[src/rtl/ysyx_24110006_mem_arbiter_if.sv]
// ---------------------------------------------------------------------------
// ysyx_24110006_mem_arbiter_if
//
// Purpose:
//   Downstream memory bus shared by the IFU and LSU through the arbiter.
//   Carries one request (valid/ready handshake plus latched request fields)
//   and one response strobe with read data and an error flag.
//
// Signals:
//   req_valid  request valid            (master -> slave)
//   req_ready  request accepted         (slave  -> master)
//   addr       request address, 32 bit  (master -> slave)
//   wen        1 = store, 0 = load      (master -> slave)
//   wdata      store data, 32 bit       (master -> slave)
//   wmask      byte strobes, 4 bit      (master -> slave)
//   rsp_valid  response strobe          (slave  -> master)
//   rdata      read data, 32 bit        (slave  -> master)
//   rsp_err    bus error                (slave  -> master)
//
// Modports:
//   master  the arbiter side that issues requests
//   slave   the memory / crossbar side that answers them
// ---------------------------------------------------------------------------
interface ysyx_24110006_mem_arbiter_if;

  logic        req_valid;
  logic        req_ready;
  logic [31:0] addr;
  logic        wen;
  logic [31:0] wdata;
  logic [3:0]  wmask;
  logic        rsp_valid;
  logic [31:0] rdata;
  logic        rsp_err;

  modport master (
    output req_valid,
    output addr,
    output wen,
    output wdata,
    output wmask,
    input  req_ready,
    input  rsp_valid,
    input  rdata,
    input  rsp_err
  );

  modport slave (
    input  req_valid,
    input  addr,
    input  wen,
    input  wdata,
    input  wmask,
    output req_ready,
    output rsp_valid,
    output rdata,
    output rsp_err
  );

endinterface

[src/rtl/ysyx_24110006_mem_arbiter.sv]
// ---------------------------------------------------------------------------
// ysyx_24110006_mem_arbiter
//
// Purpose:
//   Shares a single memory bus port between the IFU (instruction fetch,
//   read only) and the LSU (loads and stores). Only one transaction is in
//   flight at a time. A grant is issued per transaction, the request fields
//   are latched and presented downstream, and the registered response is
//   routed back to whichever requester owns the transaction.
//
// Optional feature (compile-time macro ARB_RR_EN):
//   defined    round-robin on simultaneous requests: the requester that was
//              not granted last wins (after reset the last grant counts as
//              IFU, so the first tie goes to the LSU)
//   undefined  fixed priority: the LSU always wins a tie
//   A lone requester is granted immediately in both modes.
//
// Parameters:
//   TIMEOUT  cycles spent waiting for a response before the owner gets an
//            error response; 0 disables the timeout
//   CNT_W    width of the timeout counter, must be able to hold TIMEOUT
//
// Ports:
//   i_clock          clock
//   i_reset          synchronous, active-high reset
//   i_ifu_req_valid  IFU read request
//   o_ifu_req_ready  IFU request accepted this cycle
//   i_ifu_addr       IFU fetch address
//   o_ifu_rsp_valid  one-cycle IFU response strobe
//   o_ifu_rdata      IFU read data
//   o_ifu_rsp_err    IFU bus error / timeout
//   i_lsu_req_valid  LSU request
//   o_lsu_req_ready  LSU request accepted this cycle
//   i_lsu_addr       LSU address
//   i_lsu_wen        1 = store, 0 = load
//   i_lsu_wdata      store data
//   i_lsu_wmask      byte strobes (store only)
//   o_lsu_rsp_valid  one-cycle LSU response strobe
//   o_lsu_rdata      load data (0 for stores)
//   o_lsu_rsp_err    LSU bus error / timeout
//   mem              downstream memory bus (master side)
// ---------------------------------------------------------------------------
module ysyx_24110006_mem_arbiter #(
  parameter int unsigned TIMEOUT = 255,
  parameter int unsigned CNT_W   = 8
) (
  input  logic        i_clock,
  input  logic        i_reset,

  input  logic        i_ifu_req_valid,
  output logic        o_ifu_req_ready,
  input  logic [31:0] i_ifu_addr,
  output logic        o_ifu_rsp_valid,
  output logic [31:0] o_ifu_rdata,
  output logic        o_ifu_rsp_err,

  input  logic        i_lsu_req_valid,
  output logic        o_lsu_req_ready,
  input  logic [31:0] i_lsu_addr,
  input  logic        i_lsu_wen,
  input  logic [31:0] i_lsu_wdata,
  input  logic [3:0]  i_lsu_wmask,
  output logic        o_lsu_rsp_valid,
  output logic [31:0] o_lsu_rdata,
  output logic        o_lsu_rsp_err,

  ysyx_24110006_mem_arbiter_if.master mem
);

  typedef enum logic [1:0] {
    S_IDLE  = 2'd0,
    S_REQ   = 2'd1,
    S_RSP   = 2'd2,
    S_DRAIN = 2'd3
  } state_t;

  typedef enum logic {
    OWN_IFU = 1'b0,
    OWN_LSU = 1'b1
  } owner_t;

  localparam logic             TIMEOUT_EN  = (TIMEOUT != 0);
  localparam logic [CNT_W-1:0] TIMEOUT_CNT = CNT_W'(TIMEOUT);

  state_t           state;
  state_t           state_nxt;
  owner_t           owner;

  logic [CNT_W-1:0] cnt;
  logic [CNT_W-1:0] cnt_inc;

  logic             grant_ifu;
  logic             grant_lsu;
  logic             grant_any;
  logic             rsp_fire;
  logic             timeout_hit;

  logic [31:0]      addr_q;
  logic             wen_q;
  logic [31:0]      wdata_q;
  logic [3:0]       wmask_q;

`ifdef ARB_RR_EN
  owner_t           last_grant;
`endif

  // Grant decision. Grants are only possible in IDLE and never while reset
  // is asserted, so every output reads 0 during reset even if a requester
  // is already holding its valid high.
  always_comb begin
    grant_ifu = 1'b0;
    grant_lsu = 1'b0;
    if (state == S_IDLE && !i_reset) begin
      if (i_ifu_req_valid && i_lsu_req_valid) begin
`ifdef ARB_RR_EN
        if (last_grant == OWN_IFU) begin
          grant_lsu = 1'b1;
        end else begin
          grant_ifu = 1'b1;
        end
`else
        grant_lsu = 1'b1;
`endif
      end else begin
        grant_ifu = i_ifu_req_valid;
        grant_lsu = i_lsu_req_valid;
      end
    end
  end

  assign grant_any       = grant_ifu | grant_lsu;
  assign o_ifu_req_ready = grant_ifu;
  assign o_lsu_req_ready = grant_lsu;

  // A response is only meaningful while waiting in RSP; strobes seen in any
  // other state are dropped (DRAIN consumes its one late strobe silently).
  // The timeout fires on the TIMEOUT-th RSP cycle without a response; a
  // response arriving in that same cycle takes precedence.
  assign cnt_inc     = cnt + CNT_W'(1);
  assign rsp_fire    = (state == S_RSP) && mem.rsp_valid;
  assign timeout_hit = TIMEOUT_EN && (state == S_RSP) && !mem.rsp_valid &&
                       (cnt_inc == TIMEOUT_CNT);

  // State register.
  always_ff @(posedge i_clock) begin
    if (i_reset) begin
      state <= S_IDLE;
    end else begin
      state <= state_nxt;
    end
  end

  // Next-state logic.
  always_comb begin
    state_nxt = state;
    case (state)
      S_IDLE: begin
        if (grant_any) begin
          state_nxt = S_REQ;
        end
      end
      S_REQ: begin
        if (mem.req_ready) begin
          state_nxt = S_RSP;
        end
      end
      S_RSP: begin
        if (mem.rsp_valid) begin
          state_nxt = S_IDLE;
        end else if (timeout_hit) begin
          state_nxt = S_DRAIN;
        end
      end
      S_DRAIN: begin
        if (mem.rsp_valid) begin
          state_nxt = S_IDLE;
        end
      end
      default: begin
        state_nxt = S_IDLE;
      end
    endcase
  end

  // Request latch and owner tracking. IFU fetches are presented as plain
  // reads with zeroed store fields.
  always_ff @(posedge i_clock) begin
    if (i_reset) begin
      owner   <= OWN_IFU;
      addr_q  <= 32'd0;
      wen_q   <= 1'b0;
      wdata_q <= 32'd0;
      wmask_q <= 4'd0;
    end else if (grant_lsu) begin
      owner   <= OWN_LSU;
      addr_q  <= i_lsu_addr;
      wen_q   <= i_lsu_wen;
      wdata_q <= i_lsu_wdata;
      wmask_q <= i_lsu_wmask;
    end else if (grant_ifu) begin
      owner   <= OWN_IFU;
      addr_q  <= i_ifu_addr;
      wen_q   <= 1'b0;
      wdata_q <= 32'd0;
      wmask_q <= 4'd0;
    end
  end

`ifdef ARB_RR_EN
  // Remembers who won the most recent grant so the next tie goes the
  // other way.
  always_ff @(posedge i_clock) begin
    if (i_reset) begin
      last_grant <= OWN_IFU;
    end else if (grant_lsu) begin
      last_grant <= OWN_LSU;
    end else if (grant_ifu) begin
      last_grant <= OWN_IFU;
    end
  end
`endif

  // Timeout counter: cleared when the request is accepted downstream and
  // advanced once per cycle spent waiting in RSP.
  always_ff @(posedge i_clock) begin
    if (i_reset) begin
      cnt <= '0;
    end else if (state == S_REQ && mem.req_ready) begin
      cnt <= '0;
    end else if (state == S_RSP) begin
      cnt <= cnt_inc;
    end
  end

  // Response registers. The strobes are single-cycle pulses; data and error
  // are held until that requester's next response so that one side's
  // outputs never move when the other side is served. Stores return 0 as
  // read data, and a timeout returns 0 with the error flag set.
  always_ff @(posedge i_clock) begin
    if (i_reset) begin
      o_ifu_rsp_valid <= 1'b0;
      o_ifu_rdata     <= 32'd0;
      o_ifu_rsp_err   <= 1'b0;
      o_lsu_rsp_valid <= 1'b0;
      o_lsu_rdata     <= 32'd0;
      o_lsu_rsp_err   <= 1'b0;
    end else begin
      o_ifu_rsp_valid <= 1'b0;
      o_lsu_rsp_valid <= 1'b0;
      if (rsp_fire || timeout_hit) begin
        if (owner == OWN_LSU) begin
          o_lsu_rsp_valid <= 1'b1;
          o_lsu_rdata     <= (timeout_hit || wen_q) ? 32'd0 : mem.rdata;
          o_lsu_rsp_err   <= timeout_hit ? 1'b1 : mem.rsp_err;
        end else begin
          o_ifu_rsp_valid <= 1'b1;
          o_ifu_rdata     <= timeout_hit ? 32'd0 : mem.rdata;
          o_ifu_rsp_err   <= timeout_hit ? 1'b1 : mem.rsp_err;
        end
      end
    end
  end

  // Downstream request: valid only while in REQ, fields come from the latch
  // so they stay stable however long the memory stalls.
  assign mem.req_valid = (state == S_REQ);
  assign mem.addr      = addr_q;
  assign mem.wen       = wen_q;
  assign mem.wdata     = wdata_q;
  assign mem.wmask     = wmask_q;

endmodule

[src/flat_wrapper.sv]
// flat-port wrapper written by rule: the top's interface ports become plain ports
module ysyx_24110006_mem_arbiter_flat 
#(
  parameter int unsigned TIMEOUT = 255,
  parameter int unsigned CNT_W   = 8
)
  (i_clock, i_reset, i_ifu_req_valid, o_ifu_req_ready, i_ifu_addr, o_ifu_rsp_valid, o_ifu_rdata, o_ifu_rsp_err, i_lsu_req_valid, o_lsu_req_ready, i_lsu_addr, i_lsu_wen, i_lsu_wdata, i_lsu_wmask, o_lsu_rsp_valid, o_lsu_rdata, o_lsu_rsp_err, mem_req_valid, mem_addr, mem_wen, mem_wdata, mem_wmask, mem_req_ready, mem_rsp_valid, mem_rdata, mem_rsp_err);
  ysyx_24110006_mem_arbiter_if mem_i ();
  input  logic i_clock;
  input  logic i_reset;
  input  logic i_ifu_req_valid;
  output logic o_ifu_req_ready;
  input  logic [31:0] i_ifu_addr;
  output logic o_ifu_rsp_valid;
  output logic [31:0] o_ifu_rdata;
  output logic o_ifu_rsp_err;
  input  logic i_lsu_req_valid;
  output logic o_lsu_req_ready;
  input  logic [31:0] i_lsu_addr;
  input  logic i_lsu_wen;
  input  logic [31:0] i_lsu_wdata;
  input  logic [3:0] i_lsu_wmask;
  output logic o_lsu_rsp_valid;
  output logic [31:0] o_lsu_rdata;
  output logic o_lsu_rsp_err;
  output wire logic [$bits(mem_i.req_valid)-1:0] mem_req_valid;
  output wire logic [$bits(mem_i.addr)-1:0] mem_addr;
  output wire logic [$bits(mem_i.wen)-1:0] mem_wen;
  output wire logic [$bits(mem_i.wdata)-1:0] mem_wdata;
  output wire logic [$bits(mem_i.wmask)-1:0] mem_wmask;
  input wire logic [$bits(mem_i.req_ready)-1:0] mem_req_ready;
  input wire logic [$bits(mem_i.rsp_valid)-1:0] mem_rsp_valid;
  input wire logic [$bits(mem_i.rdata)-1:0] mem_rdata;
  input wire logic [$bits(mem_i.rsp_err)-1:0] mem_rsp_err;
  assign mem_req_valid = mem_i.req_valid;
  assign mem_addr = mem_i.addr;
  assign mem_wen = mem_i.wen;
  assign mem_wdata = mem_i.wdata;
  assign mem_wmask = mem_i.wmask;
  assign mem_i.req_ready = mem_req_ready;
  assign mem_i.rsp_valid = mem_rsp_valid;
  assign mem_i.rdata = mem_rdata;
  assign mem_i.rsp_err = mem_rsp_err;
  ysyx_24110006_mem_arbiter #(.TIMEOUT(TIMEOUT), .CNT_W(CNT_W)) u_core (.i_clock(i_clock), .i_reset(i_reset), .i_ifu_req_valid(i_ifu_req_valid), .o_ifu_req_ready(o_ifu_req_ready), .i_ifu_addr(i_ifu_addr), .o_ifu_rsp_valid(o_ifu_rsp_valid), .o_ifu_rdata(o_ifu_rdata), .o_ifu_rsp_err(o_ifu_rsp_err), .i_lsu_req_valid(i_lsu_req_valid), .o_lsu_req_ready(o_lsu_req_ready), .i_lsu_addr(i_lsu_addr), .i_lsu_wen(i_lsu_wen), .i_lsu_wdata(i_lsu_wdata), .i_lsu_wmask(i_lsu_wmask), .o_lsu_rsp_valid(o_lsu_rsp_valid), .o_lsu_rdata(o_lsu_rdata), .o_lsu_rsp_err(o_lsu_rsp_err), .mem(mem_i));
endmodule
[config.mk]
export PLATFORM = sky130hd
export DESIGN_NAME = ysyx_24110006_mem_arbiter_flat
export DESIGN_NICKNAME = d
export VERILOG_FILES = /design/src/rtl/ysyx_24110006_mem_arbiter_if.sv /design/src/rtl/ysyx_24110006_mem_arbiter.sv /design/src/flat_wrapper.sv
export SDC_FILE = /design/constraint.sdc
export NUM_CORES = 1
export LEC_CHECK = 0
export ABC_AREA = 1
export BUFFER_PORTS_ARGS = -buffer_cell sky130_fd_sc_hd__clkbuf_2
export CAP_MARGIN = 0
export CORE_MARGIN = 2
export CORE_UTILIZATION = 43
export DETAILED_ROUTE_END_ITERATION = 6
export PLACE_DENSITY = 0.77
export SLEW_MARGIN = 20
export SYNTH_ARGS = -nofsm -noshare
export SYNTH_HDL_FRONTEND = slang
export SYNTH_SLANG_ARGS = --single-unit
[constraint.sdc]
create_clock -name i_clock -period 1.7 [get_ports i_clock]
set_clock_uncertainty 0.1 [all_clocks]
set_input_delay 0.425 -clock i_clock [delete_from_list [all_inputs] [get_ports i_clock]]
set_output_delay 0.425 -clock i_clock [all_outputs]
set_load 0.05 [all_outputs]
Word-level counts from Yosys, hierarchy flattened
Index checks and enable logic that the tools add are counted.

storage, ports and cells
  flip-flop bits (word level) = 148
  input bits = 140

operators by class
  add/sub/neg operators = 1
  equality and inequality tests = 8
  muxes and demuxes = 24
  bitwise logic cells = 3
  reductions and logical operators = 17

operator list
  cell                 count
  $mux 32              6
  $mux 1               10
  $mux 2               5
  $add 8x1->8 const B  1
  $eq 8x8->1 const B   1
  $mux 4               2
  $pmux 2 s4           1
  $logic_and 1x1->1    6
  $eq 2x2->1 const B   2
  $ne 2x1->1 const B   2
  $reduce_and 2->1     2
  $reduce_and 4->1     1
  $reduce_or 2->1      2
  $ne 3x2->1 const B   1
  $eq 2x1->1 const B   1
  $logic_not 1->1      2
  $logic_not 2->1      1
  $logic_or 1x1->1     2
  $ne 2x2->1 const B   1
  $not 1->1            2
  $reduce_bool 2->1    1
  $or 1x1->1           1

Depth between registers and ports, before layout
  depth in word-level cells = 6
  gate-level depth with buffers = 14

Least setup slack after synthesis
No wires, ideal clock.

  kind = in2out
  start point = input i_reset
  end point = output o_lsu_req_ready
  arrival = 1.642 ns
  required time = 1.175 ns
  slack = -0.467 ns
  stages on the path = 5
  buffers on the path = 2
  cell sequence = buf_2 > inv_2 > nand3_1 > clkinv_1 > buf_1

on the way
  cells in the longest elaborated chain, start to end = 3

ends and longest elaborated chain
  item                line                              text
  start: declaration  flat_wrapper.sv:10                input logic i_reset;
  $logic_not 1->1     ysyx_24110006_mem_arbiter.sv:113  if (state == S_IDLE && !i_reset) begin
  $logic_and 1x1->1   ysyx_24110006_mem_arbiter.sv:113
  $mux 1              ysyx_24110006_mem_arbiter.sv:113
  end: declaration    flat_wrapper.sv:18                output logic o_lsu_req_ready;

No other way between the ends.

Worst setup path after layout
  start point = register u_core.cnt[1]
  end point = register u_core.o_lsu_rdata[8]

on the way
  cells in the longest elaborated chain, start to end = 5

ends and longest elaborated chain
  item                                         line                                                                text
  start: declaration                           ysyx_24110006_mem_arbiter.sv:89                                     logic [CNT_W-1:0] cnt;
  start signal: assignment                     ysyx_24110006_mem_arbiter.sv:231                                    cnt <= cnt_inc;
  $add 8x1->8 *                                ysyx_24110006_mem_arbiter.sv:139                                    assign cnt_inc = cnt + CNT_W'(1);
  $eq 8x8->1 *                                 ysyx_24110006_mem_arbiter.sv:142                                    (cnt_inc == TIMEOUT_CNT);
  $logic_and 1x1->1 *                          ysyx_24110006_mem_arbiter.sv:141                                    assign timeout_hit = TIMEOUT_EN && (state == S_RSP) && !mem.rsp_valid &&
  $logic_or 1x1->1, on equally long branches   ysyx_24110006_mem_arbiter.sv:253, ysyx_24110006_mem_arbiter.sv:250
  $mux 32 or $reduce_and 2->1 (tied branches)  --
  end signal: assignment                       ysyx_24110006_mem_arbiter.sv:253                                    o_lsu_rdata <= (timeout_hit || wen_q) ? 32'd0 : mem.rdata;
  end: declaration                             ysyx_24110006_mem_arbiter.sv:64                                     output logic [31:0] o_lsu_rdata,

Every way passes the cells marked *; elsewhere a longest branch is shown, timed or not.
A chain may end at the register's enable or synchronous reset.

==> flow_summary.toml <==
[drt]
finalWirelength_um = 20800
drt-vias-per-instance = 4.947
drcViolationCount = 0
drt_iter0_markers = 406
wire_per_inst_um = 14.65
top_layer = "met4"
wl_met2_um = 10430
dr.pass1.iters = 7
routed-wl-met3_um = 1646
antenna_left = 0
wl_met1_um = 7966
num_vias = 7025

[worst_setup_path]
crit_path_end_kind = "flip-flop"
worst-setup-path-type = "flip-flop to flip-flop"
required_ps = 1920
start_kind = "flip-flop"
critPathArrivalTime_ps = 2190
crit_fanout = 14

[synth]
syn_area_per_cell_um2 = 6.832
synth_area_leaders = "dfxtp_1 47%, nand2_1 16%, a21oi_1 11%"
yosys_warnings = 0
syn_area_um2 = 6279
synth_nets = 1061
synth_common_cells = "260 x nand2_1, 148 x dfxtp_1, 146 x nor2_1, 140 x a21oi_1, 57 x inv_1"
synth_seq_cells = 148
synth_edf_count = 0
synth_cell_types = 25
synth-main-ff-cell = "dfxtp_1"
synth_most_common_cell = "nand2_1"
synth_top_cell_area_share = 0.4719
synth_largest_area_cell = "dfxtp_1"
postSynthCellCount = 919
async_reset_ff_frac = 0
seq_area_frac_synth = 0.4719

[sta]
worst_slack_ps = -267.3
whs_ps = 129.1
hold_viol_final = 0
relSlewSlack = 0.4752
fmaxAchievable_mhz = 508.3
rsz0062_at_grt = "yes"
period_share = 1.157
period_needed_ps = 1967
slew_viol_final = 0
fin_setup_tns_ps = -15910
tightestPinTransition_ps = 787.1
setup_viol = 72

[status]
status = "complete, but fails checks"
violations = "negative setup slack"

[final_layout]
syn_to_final_growth_pct = 52.43
diodes = 0
final_cell_area_um2 = 9570
multi_input_area_um2 = 3249
utilization = 0.6635
fillerInstances = 1231
drive_gt1_frac = 0.3972
final_nets = 1365
regArea_um2 = 2979

[global_route]
antenna_found_initial = 0
grt_max_degree = 73
first_global_vias = 6502
grt_pass1_wl_um = 31770
grt_overflow = 0
grt_util_all_layers = 0.2535

[clock_tree]
clk_latency_ps = 420
cts_sinks = 148
holdBufCountCts = 0
h-tree-depth = 4
cts-root-buf = "clkbuf_16"
path_clk_slew_ps = 60
clockBufferDepth = 2
tritoncts = "done"
numCtsBuffers = 17

[floorplanning]
die_area_um2 = 15580
start_util = 0.4353
row_count = 44
die_x_um = 124.8
core-area_um2 = 14420
io_pins = 280
die_h_um = 124.8

[place]
dp_worst_setup_slack_ps = -236.3
post_dp_cell_area_um2 = 8363
port_buffers = 279
hpwl_um = 13930
gp_congestion = 0.8296

[flow_run]
drv_cap = 0

[pwr]
p_clk_frac = 0.321
p_sw_mw = 4.563
swShare = 0.3693
pwr-share-seq = 0.331
leakagePower_nw = 4.558
power_frac_comb = 0.348
p_int_mw = 7.792
ir_drop_v = 0.0007600
powerDensity_nw_per_um2 = 1291

[min_path]
hp-class = "input pin to flip-flop"
placed cells by master, fill, tap and decap left out, drive strengths merged:
master / instances
ha: 2
a211oi: 2
o21bai: 1
clkinv: 3
o211ai: 3
nand2: 267
or2: 1
o21ai: 35
clkinvlp: 1
inv: 61
buf: 62
nand3: 49
clkbuf: 307
bufinv: 4
o22ai: 1
a21oi: 140
dfxtp: 148
nor2: 149
path summary, 6_finish.rpt:
kind                                                  startpoint                                 end  slack, ps  cells past startpoint
worst max register to register        u_core.cnt[1]$_SDFFE_PP0N_  u_core.o_lsu_rdata[8]$_SDFFE_PP0P_       -270                     11
worst min-delay path                             i_lsu_wdata[11]   u_core.mem.wdata[11]$_SDFFE_PP0P_        130                      3
worst max-delay path                  u_core.cnt[1]$_SDFFE_PP0N_  u_core.o_lsu_rdata[8]$_SDFFE_PP0P_       -270                     11
worst min register to register  u_core.mem.wmask[3]$_SDFFE_PP0P_    u_core.mem.wmask[3]$_SDFFE_PP0P_        360                      2
worst max-delay path: stages (launching register included):
cell	delay, ps
dfxtp_4	370
ha_4	160
nand3_4	80
o21bai_1	170
nand2_1	120
nor2_4	140
nand3_4	140
nand2_8	140
nand2_8	80
clkbuf_16	190
a21oi_2	120
nor2_1	50
what timing repair did:
item,in CTS,in global routing
endpoints found under the hold margin,0,0
setup endpoints to repair,73,110
resized for setup,35,78
setup buffers,7,7
gates cloned,3,7
pin swaps,9,30
area by class of cell:
class | instances | share of cell area
Inverter | 61 | 0.02549
Timing Repair Buffer | 345 | 0.2349
Multi-Input combinational cell | 650 | 0.3395
Tap cell | 184 | 0.02406
Clock buffer | 24 | 0.04929
Sequential cell | 148 | 0.3113
Clock inverter | 8 | 0.01543
state kept, by name, summed over array words and instances, names as in the netlist, 2 cells and up:
register and count:
u_core.mem.wmask 4, u_core.o_lsu_rdata 32, u_core.o_ifu_rdata 32, u_core.mem.addr 32, u_core.cnt 8, u_core.state 2, u_core.mem.wdata 32
power groups by stage:
stage / sequential (mW) / combinational (mW) / clock, mW
finish: 4.09 / 4.30 / 3.96
detailed placement: 4.15 / 3.74 / 0
floorplan: 5.26 / 1.47 / 0
global placement: 4.14 / 3.70 / 0
global route: 4.14 / 4.61 / 4.18
CTS: 4.08 / 3.98 / 4.03
metrics by stage:
stage	std cells	total power [mW]
after floorplan	919	6.736
after global placement	1367	7.845
after detailed placement	1367	7.884
after CTS	1407	12.08
after global routing	1420	12.93
final	1420	12.36
routing by layer:
metal | vias up | global-route usage
met1 | 3173 | 0.2816
li1 | 3521 | -
met5 | - | 0
met4 | 0 | 0.1085
met3 | 45 | 0.08290
met2 | 286 | 0.4439
logic make-up after synthesis:
family                   share of synthesized area
AO/OA/AOI/OAI                               0.1477
adder cells (fa/ha/maj)                   0.003985
buffers and inverters                      0.08230
flip-flops                                  0.4719
AND/OR/NAND/NOR                             0.2941
Note: power is estimated with default switching activity, not from simulation.
